### config.mk
export PLATFORM = sky130hd
export DESIGN_NAME = umem_uart_ctrl_flat
export DESIGN_NICKNAME = d
export VERILOG_FILES = /design/src/rtl/umem_uart_ctrl_if.sv /design/src/rtl/umem_uart_ctrl.sv /design/src/flat_wrapper.sv
export SDC_FILE = /design/constraint.sdc
export NUM_CORES = 1
export LEC_CHECK = 0
export CAP_MARGIN = 20
export CORE_MARGIN = 2
export CORE_UTILIZATION = 53
export CTS_CLUSTER_SIZE = 8
export DETAILED_ROUTE_END_ITERATION = 8
export GPL_TIMING_DRIVEN = 0
export PLACE_DENSITY = 0.88
export REMOVE_ABC_BUFFERS = 1
export SYNTH_ARGS = -nofsm -noshare
export SYNTH_HDL_FRONTEND = slang
export SYNTH_SLANG_ARGS = --single-unit
### constraint.sdc
create_clock -name clk -period 2.6 [get_ports clk]
set_input_delay 0.26 -clock clk [delete_from_list [all_inputs] [get_ports clk]]
set_output_delay 0.26 -clock clk [all_outputs]
set_load 0.005 [all_outputs]
### src/rtl/umem_uart_ctrl_if.sv
`default_nettype none
// ============================================================================
// Module      : umem_uart_ctrl_if
// Description : Bundles the UART byte streams, the UART-side memory port and
//               the status flags of umem_uart_ctrl.
//               slave  : controller side (drives tx, memory strobes, status)
//               master : environment side (drives rx, tx_ready, read data)
// Signals     : rx_valid/rx_data     received-byte strobe and byte
//               tx_valid/tx_data     transmit offer, tx_ready accepts it
//               umem_ctrl            UART owns the memory when high
//               umem_rd_en/wr_en     one-cycle memory strobes
//               umem_addr            byte address
//               umem_wr_data         write byte
//               umem_rd_data         combinational read data for umem_addr
//               busy, rx_overrun     status flags
// Revision    : 1.0 - initial release
// ============================================================================
interface umem_uart_ctrl_if #(
  parameter int MEM_BYTE_ADDR_WIDTH = 6
);
  logic                           rx_valid;
  logic [7:0]                     rx_data;
  logic                           tx_valid;
  logic [7:0]                     tx_data;
  logic                           tx_ready;
  logic                           umem_ctrl;
  logic                           umem_rd_en;
  logic                           umem_wr_en;
  logic [MEM_BYTE_ADDR_WIDTH-1:0] umem_addr;
  logic [7:0]                     umem_wr_data;
  logic [7:0]                     umem_rd_data;
  logic                           busy;
  logic                           rx_overrun;

  modport slave (
    input  rx_valid, rx_data, tx_ready, umem_rd_data,
    output tx_valid, tx_data, umem_ctrl, umem_rd_en, umem_wr_en,
           umem_addr, umem_wr_data, busy, rx_overrun
  );

  modport master (
    output rx_valid, rx_data, tx_ready, umem_rd_data,
    input  tx_valid, tx_data, umem_ctrl, umem_rd_en, umem_wr_en,
           umem_addr, umem_wr_data, busy, rx_overrun
  );
endinterface
`default_nettype wire

### src/rtl/umem_uart_ctrl.sv
`default_nettype none
// ============================================================================
// Module      : umem_uart_ctrl
// Description : Byte-command controller giving a UART access to a small byte
//               memory. Commands: RELEASE / ACQUIRE memory ownership, and
//               WRITE / READ bursts of 1..256 bytes starting at an address
//               carried in the command byte. Read data is streamed back over
//               the transmit handshake.
// Ports       : clk  - single clock, rising edge
//               rst  - synchronous, active-high reset
//               bus  - umem_uart_ctrl_if.slave (rx, tx, memory port, status)
// Parameters  : MEM_BYTE_ADDR_WIDTH - memory byte-address width, 1..6
// Config      : UMEM_UART_ACK_EN - when defined, RELEASE, ACQUIRE and every
//               completed WRITE burst are acknowledged with a transmitted
//               8'hA5. When undefined, only read data is transmitted.
// Revision    : 1.0 - initial release
// ============================================================================
module umem_uart_ctrl #(
  parameter int MEM_BYTE_ADDR_WIDTH = 6
) (
  input  wire logic        clk,
  input  wire logic        rst,
  umem_uart_ctrl_if.slave  bus
);

  localparam int               AW       = MEM_BYTE_ADDR_WIDTH;
  localparam logic [AW-1:0]    ADDR_ONE = AW'(1);
  localparam logic [1:0]       OP_RELEASE = 2'b00;
  localparam logic [1:0]       OP_ACQUIRE = 2'b01;
  localparam logic [7:0]       ACK_BYTE   = 8'hA5;

  typedef enum logic [2:0] {
    S_IDLE  = 3'd0,
    S_LEN   = 3'd1,
    S_WDATA = 3'd2,
    S_WR    = 3'd3,
    S_RD    = 3'd4,
    S_SEND  = 3'd5
`ifdef UMEM_UART_ACK_EN
    ,
    S_ACK   = 3'd6
`endif
  } state_t;

  // Where RELEASE, ACQUIRE and the end of a WRITE burst lead.
`ifdef UMEM_UART_ACK_EN
  localparam state_t S_DONE = S_ACK;
`else
  localparam state_t S_DONE = S_IDLE;
`endif

  state_t        state_q,   state_d;
  logic          ctrl_q,    ctrl_d;
  logic          is_read_q, is_read_d;
  logic [AW-1:0] addr_q,    addr_d;
  logic [8:0]    cnt_q,     cnt_d;     // 9 bits so a length byte of 0 means 256
  logic [7:0]    wr_data_q, wr_data_d;
  logic [7:0]    tx_data_q, tx_data_d;
  logic          overrun_q, overrun_d;

  always_comb begin
    state_d   = state_q;
    ctrl_d    = ctrl_q;
    is_read_d = is_read_q;
    addr_d    = addr_q;
    cnt_d     = cnt_q;
    wr_data_d = wr_data_q;
    tx_data_d = tx_data_q;
    overrun_d = overrun_q;

    case (state_q)
      S_IDLE: begin
        if (bus.rx_valid) begin
          case (bus.rx_data[7:6])
            OP_RELEASE: begin
              ctrl_d  = 1'b0;
              state_d = S_DONE;
            end
            OP_ACQUIRE: begin
              ctrl_d  = 1'b1;
              state_d = S_DONE;
            end
            default: begin
              // Bit 6 separates READ (11) from WRITE (10).
              addr_d    = bus.rx_data[AW-1:0];
              is_read_d = bus.rx_data[6];
              state_d   = S_LEN;
            end
          endcase
        end
      end

      S_LEN: begin
        if (bus.rx_valid) begin
          cnt_d   = {(bus.rx_data == 8'h00), bus.rx_data};
          state_d = is_read_q ? S_RD : S_WDATA;
        end
      end

      S_WDATA: begin
        if (bus.rx_valid) begin
          wr_data_d = bus.rx_data;
          state_d   = S_WR;
        end
      end

      // Write (or discard) cycle. A byte landing here is the next burst byte
      // and is written on the following cycle at the incremented address;
      // after the last byte of the burst there is nowhere to put it.
      S_WR: begin
        addr_d = addr_q + ADDR_ONE;
        cnt_d  = cnt_q - 9'd1;
        if (cnt_q == 9'd1) begin
          state_d = S_DONE;
          if (bus.rx_valid) begin
            overrun_d = 1'b1;
          end
        end else if (bus.rx_valid) begin
          wr_data_d = bus.rx_data;
        end else begin
          state_d = S_WDATA;
        end
      end

      S_RD: begin
        tx_data_d = ctrl_q ? bus.umem_rd_data : 8'h00;
        state_d   = S_SEND;
        if (bus.rx_valid) begin
          overrun_d = 1'b1;
        end
      end

      S_SEND: begin
        if (bus.rx_valid) begin
          overrun_d = 1'b1;
        end
        if (bus.tx_ready) begin
          addr_d  = addr_q + ADDR_ONE;
          cnt_d   = cnt_q - 9'd1;
          state_d = (cnt_q == 9'd1) ? S_IDLE : S_RD;
        end
      end

`ifdef UMEM_UART_ACK_EN
      S_ACK: begin
        if (bus.rx_valid) begin
          overrun_d = 1'b1;
        end
        if (bus.tx_ready) begin
          state_d = S_IDLE;
        end
      end
`endif

      default: begin
        state_d = S_IDLE;
      end
    endcase

`ifdef UMEM_UART_ACK_EN
    // Load the acknowledge byte on entry so it is stable for the whole offer.
    if ((state_d == S_ACK) && (state_q != S_ACK)) begin
      tx_data_d = ACK_BYTE;
    end
`endif
  end

  always_ff @(posedge clk) begin
    if (rst) begin
      state_q   <= S_IDLE;
      ctrl_q    <= 1'b0;
      is_read_q <= 1'b0;
      addr_q    <= '0;
      cnt_q     <= 9'd0;
      wr_data_q <= 8'h00;
      tx_data_q <= 8'h00;
      overrun_q <= 1'b0;
    end else begin
      state_q   <= state_d;
      ctrl_q    <= ctrl_d;
      is_read_q <= is_read_d;
      addr_q    <= addr_d;
      cnt_q     <= cnt_d;
      wr_data_q <= wr_data_d;
      tx_data_q <= tx_data_d;
      overrun_q <= overrun_d;
    end
  end

  // Strobes come from distinct states, so they can never overlap and are
  // never active in IDLE or LEN. Without ownership they are suppressed.
  assign bus.umem_wr_en   = (state_q == S_WR) && ctrl_q;
  assign bus.umem_rd_en   = (state_q == S_RD) && ctrl_q;
  assign bus.umem_ctrl    = ctrl_q;
  assign bus.umem_addr    = addr_q;
  assign bus.umem_wr_data = wr_data_q;
  assign bus.tx_data      = tx_data_q;
  assign bus.busy         = (state_q != S_IDLE);
  assign bus.rx_overrun   = overrun_q;
`ifdef UMEM_UART_ACK_EN
  assign bus.tx_valid     = (state_q == S_SEND) || (state_q == S_ACK);
`else
  assign bus.tx_valid     = (state_q == S_SEND);
`endif

endmodule
`default_nettype wire
### src/flat_wrapper.sv
// flat-port wrapper written by rule: the top's interface ports become plain ports
module umem_uart_ctrl_flat 
#(
  parameter int MEM_BYTE_ADDR_WIDTH = 6
)
  (clk, rst, bus_rx_valid, bus_rx_data, bus_tx_ready, bus_umem_rd_data, bus_tx_valid, bus_tx_data, bus_umem_ctrl, bus_umem_rd_en, bus_umem_wr_en, bus_umem_addr, bus_umem_wr_data, bus_busy, bus_rx_overrun);
  umem_uart_ctrl_if #(.MEM_BYTE_ADDR_WIDTH(MEM_BYTE_ADDR_WIDTH)) bus_i ();
  input  wire logic clk;
  input  wire logic rst;
  input wire logic [$bits(bus_i.rx_valid)-1:0] bus_rx_valid;
  input wire logic [$bits(bus_i.rx_data)-1:0] bus_rx_data;
  input wire logic [$bits(bus_i.tx_ready)-1:0] bus_tx_ready;
  input wire logic [$bits(bus_i.umem_rd_data)-1:0] bus_umem_rd_data;
  output wire logic [$bits(bus_i.tx_valid)-1:0] bus_tx_valid;
  output wire logic [$bits(bus_i.tx_data)-1:0] bus_tx_data;
  output wire logic [$bits(bus_i.umem_ctrl)-1:0] bus_umem_ctrl;
  output wire logic [$bits(bus_i.umem_rd_en)-1:0] bus_umem_rd_en;
  output wire logic [$bits(bus_i.umem_wr_en)-1:0] bus_umem_wr_en;
  output wire logic [$bits(bus_i.umem_addr)-1:0] bus_umem_addr;
  output wire logic [$bits(bus_i.umem_wr_data)-1:0] bus_umem_wr_data;
  output wire logic [$bits(bus_i.busy)-1:0] bus_busy;
  output wire logic [$bits(bus_i.rx_overrun)-1:0] bus_rx_overrun;
  assign bus_i.rx_valid = bus_rx_valid;
  assign bus_i.rx_data = bus_rx_data;
  assign bus_i.tx_ready = bus_tx_ready;
  assign bus_i.umem_rd_data = bus_umem_rd_data;
  assign bus_tx_valid = bus_i.tx_valid;
  assign bus_tx_data = bus_i.tx_data;
  assign bus_umem_ctrl = bus_i.umem_ctrl;
  assign bus_umem_rd_en = bus_i.umem_rd_en;
  assign bus_umem_wr_en = bus_i.umem_wr_en;
  assign bus_umem_addr = bus_i.umem_addr;
  assign bus_umem_wr_data = bus_i.umem_wr_data;
  assign bus_busy = bus_i.busy;
  assign bus_rx_overrun = bus_i.rx_overrun;
  umem_uart_ctrl #(.MEM_BYTE_ADDR_WIDTH(MEM_BYTE_ADDR_WIDTH)) u_core (.clk(clk), .rst(rst), .bus(bus_i));
endmodule
# After elaboration in Yosys (flattened, before gate mapping)
# Cells that the tools add are included.
# totals
ff_bits,37
# op_classes
eq_ne,15
bitwise_logic,1
add_sub_neg,2
n_reduce_logical,20
mux,25
# ops
operator,n
$pmux W9 S3,1
$mux W3,8
$mux W8,3
$mux W6,3
$mux W9,2
$pmux W3 S6,1
$pmux W6 S3,1
$pmux W8 S2,1
$ne A2 B2 Y1 const B,6
$eq A9 B1 Y1 const B,1
$reduce_and A3 Y1,3
$reduce_bool A3 Y1,3
$sub A9 B1 Y9 const B,1
$logic_not A8 Y1,1
$add A6 B1 Y6 const B,1
$eq A3 B2 Y1 const B,2
$eq A3 B3 Y1 const B,2
$reduce_bool A2 Y1,3
$reduce_and A5 Y1,1
$pmux W1 S2,2
$reduce_and A2 Y1,2
$reduce_and A4 Y1,1
$reduce_or A2 Y1,2
$eq A3 B1 Y1 const B,1
8 further kinds,11

# Depth between registers and ports, before layout
# depth
depth_word,5
ltp_mapped,7
ltp_nobuf,6

# Least setup slack after synthesis
# OpenSTA, ideal clock, no wires.
# synth_path
path_kind,register to register
start,register u_core.cnt_q[0]
end,register u_core.cnt_q[8]
path_slack_ns,0.949
synth_period_minus_slack_ns,1.651
setup_ns,0.059
n_path_buf,1
t_required_ns,2.541
arrival_time_ns,1.592
path_stages_with_launch,8
cell_sequence,dfxtp_1 -> inv_1 -> ha_1 -> or3b_1 -> buf_1 -> or3_1 -> mux2i_1 -> a32o_2
# synth_between
elab_chain_cells,3
# synth_rtl
element,line_no,text
from (decl),umem_uart_ctrl.sv:56,"logic [8:0] cnt_q, cnt_d;"
from (signal assigned),umem_uart_ctrl.sv:183,cnt_q <= cnt_d;
$sub A9 B1 Y9 *,"umem_uart_ctrl.sv:112, umem_uart_ctrl.sv:139",
$mux W9,umem_uart_ctrl.sv:137,if (bus.tx_ready) begin
$pmux W9 S3 *,umem_uart_ctrl.sv:71,case (state_q)
# Every way passes the cells marked *; elsewhere a longest branch is shown, timed or not. The select of a mux whose other input is x is not followed.
# A chain may end at the register's enable or synchronous reset.

# Worst setup path after layout
# layout_path
start,register u_core.state_q[1]
end,register u_core.cnt_q[7]
# layout_between
elab_chain_cells,3
# layout_rtl
element,line_no,text
from (decl),umem_uart_ctrl.sv:52,"state_t state_q, state_d;"
from (signal assigned),umem_uart_ctrl.sv:179,state_q <= state_d;
"$eq A3 B3 Y1, or another cell as far along",umem_uart_ctrl.sv:71,
$ne A2 B2 Y1 (no source line) or $reduce_bool A3 Y1 (tied branches),--,
$reduce_and A3 Y1 (no source line),--,
# Several ways; a longest one is shown, not always the timed one.

==> impl_metrics.toml <==
[critical_path]
crit_type = "flop to flop"
arrival_ps = 2610
cp_cell_sequence = "xor2_1, and2_1, mux2_1, a32o_1"
start_kind = "flop"
critPathSlowestCell = "and2_1"
r2r_slack_ps = 170
worstPathRequired_ps = 2780
cp-end-kind = "flop"
critPathMaxFanout = 17
crit_path_end = "u_core.cnt_q[7]"
startpoint = "u_core.state_q[1]"
critPathMaxStageDelay_ps = 690
worst_r2r_path_depth = 4
regToRegStartpoint = "u_core.state_q[1]"
r2r_end = "u_core.cnt_q[7]"

[route]
routedWlPerCell_um = 16.1
vias_per_cell = 5.97
ant_nets = 0
drc = 0
vias = 1957
drt_iter0_markers = 90
dr.pass1.iters = 4
drt-total-wl_um = 5270

[pwr]
power_density_mw_per_mm2 = 537
clkPwrFrac = 0.314
combPwrFrac = 0.224
irDropWorstVdd_mv = 0.445
switching_share = 0.292
p_leak_nw = 0.900
intPower_w = 0.000989
netSwitchingPower_w = 0.000407
pwr-share-seq = 0.462

[layout]
diodes = 0
fill_cells = 305
drive_above_1_share = 0.0607
final_cell_mix = "clkdlybuf4s50_1, dfxtp_1, nor2_1"
final_common_cell = "clkdlybuf4s50_1"
syn2layout_area_growth_pct = 27.6
finalNetCount = 302

[clock_network]
clkTransAtPathRegs_ps = 70
cts_setup_buffers = 0
cts_buffer_depth = 2
cts_resized = 0
hold_buffers = 0
htreeDepth = 2
cts_tree = "yes"
worstSkewPairLatency_ps = 280
root_buffer = "clkbuf_8"
cts_buffers = 5
clock-sinks = 37

[logic_synthesis]
yosys.area.top_type = "dfxtp_1"
ys_dominant_reg_cell = "dfxtp_1"
yosys_warnings = 0
synth_cell_types = 53
netlist_area_mm2 = 0.00204
yosysSeqAreaShare = 0.363
synth-edff-count = 0
synth_cells = 242
async_flop_share = 0
synth.area.top_cells = "dfxtp_1, mux2i_1, nor2_1, a21oi_1, nand3_1"
synth.ff_latch_count = 37
syn_avg_cell_area_um2 = 8.42
netlist.area_leader.share = 0.363

[status]
status = "finished clean"

[sta]
slew_headroom = 0.481
drv_slew = 0
whs_ps = 452
finalSetupViolCount = 0
fin_crit_ps = 2430
finalHoldViolations = 0
rsz0062_at_grt = "no"
fmax_ghz = 0.411
worstMarginPinSlew_ps = 778
final.setup.tns_ps = 0
fin_worst_skew_ps = 4.76
timing.final.crit_share = 0.935

[floorplanning]
start_util = 0.553
coreArea_mm2 = 0.00369
die_w_um = 66.0
dieArea_mm2 = 0.00436
die_y_um = 66.0
io_pins = 48
num_rows = 22

[grt]
grt_pass1_vias = 1824
gr-total-overflow = 0
antenna_found_initial = 0
grt_max_degree = 24
grt_pass1_wl_um = 8670
grt_usage = 0.254

[placement]
place_hpwl_um = 3740
io_buffers = 47
routabilityCongestion = 0.891

[hold_path]
min_path_type = "flop to flop"

[flow_run]
maxCapViolCount = 0
==> kinds of logic after synthesis <==
logic type | after synthesis | synth area share
and+or+nand+nor | 96 | 0.253
DFF | 37 | 0.363
AOI/OAI and AO/OA | 57 | 0.198
buffers and inverters | 29 | 0.0675
muxes | 19 | 0.0951
adders and majority gates | 3 | 0.0184
xor gates and xnor gates | 1 | 0.00430
==> registers in the layout, summed over array words and instances, names as in the netlist <==
signal	count
u_core.bus.rx_overrun	1
u_core.bus.umem_wr_data	8
u_core.cnt_q	9
u_core.bus.umem_addr	6
u_core.is_read_q	1
u_core.state_q	3
u_core.bus.tx_data	8
u_core.bus.umem_ctrl	1
==> power groups by stage <==
stage                     sequential, W  combinational [W]  clock (W)
final                          0.000645           0.000313   0.000439
after global placement         0.000655           0.000296          0
after CTS                      0.000644           0.000313   0.000442
after detailed placement       0.000657           0.000310          0
after floorplan                0.000646           0.000183          0
after global routing           0.000651           0.000344   0.000462
==> area by class of cell <==
type,instances,area (µm²),area share
Tap cell,48,60.1,0.0231
Multi-Input combinational cell,176,1160,0.446
Clock inverter,1,5.00,0.00192
Inverter,11,41.3,0.0159
Clock buffer,7,96.3,0.0370
Sequential cell,37,741,0.285
Timing Repair Buffer,48,498,0.191
==> cells in the mapped netlist (all sizes together), types with 4 or more instances <==
cell type  instances
dfxtp             37
nor2              23
nand2             18
a21oi             16
mux2i             16
nand3             15
buf               12
inv               11
o21ai             11
nor3               8
nor4               7
clkbuf             6
a32o               5
and2               4
nand3b             4
o32ai              4
==> metal layers <==
layer,part of all wire,global-route usage,vias up
li1,-,-,959
met5,0,0,-
met3,0.063,0.0358,9
met2,0.48,0.414,67
met1,0.44,0.341,922
met4,0.015,0.0918,0
==> worst max-delay path, delay by kind of cell, from the launching register on <==
kind | cells | cell delay, ps
AND/OR/NAND/NOR | 1 | 690
flip-flops | 1 | 680
multiplexers | 1 | 380
XOR/XNOR | 1 | 350
AO/OA/AOI/OAI | 1 | 210
==> how the worst min path moves through the flow <==
stage,start,endpoint,slack [ps],depth (start not counted)
4_1_cts,u_core.bus.rx_overrun,u_core.bus.rx_overrun,450,2
2_1_floorplan,rst,u_core.state_q[2],330,1
3_5_place_dp,u_core.bus.rx_overrun,u_core.bus.rx_overrun,440,2
5_1_grt,u_core.bus.tx_data[1],u_core.bus.tx_data[1],470,2
3_3_place_gp,u_core.bus.tx_data[1],u_core.bus.tx_data[1],440,2
6_report,u_core.bus.rx_overrun,u_core.bus.rx_overrun,450,2
==> through the flow <==
stage	instance area (µm²)	cells	power [W]	utilization	setup WS, ps
final	2600	328	0.00140	0.705	169
after global routing	2600	328	0.00146	0.705	4.87
after CTS	2600	328	0.00140	0.705	184
after detailed placement	2500	320	0.000967	0.678	220
after global placement	2470	319	0.000951	0.670	14.7
after floorplan	1940	224	0.000829	-	549
(Power assumes the default switching activity.)
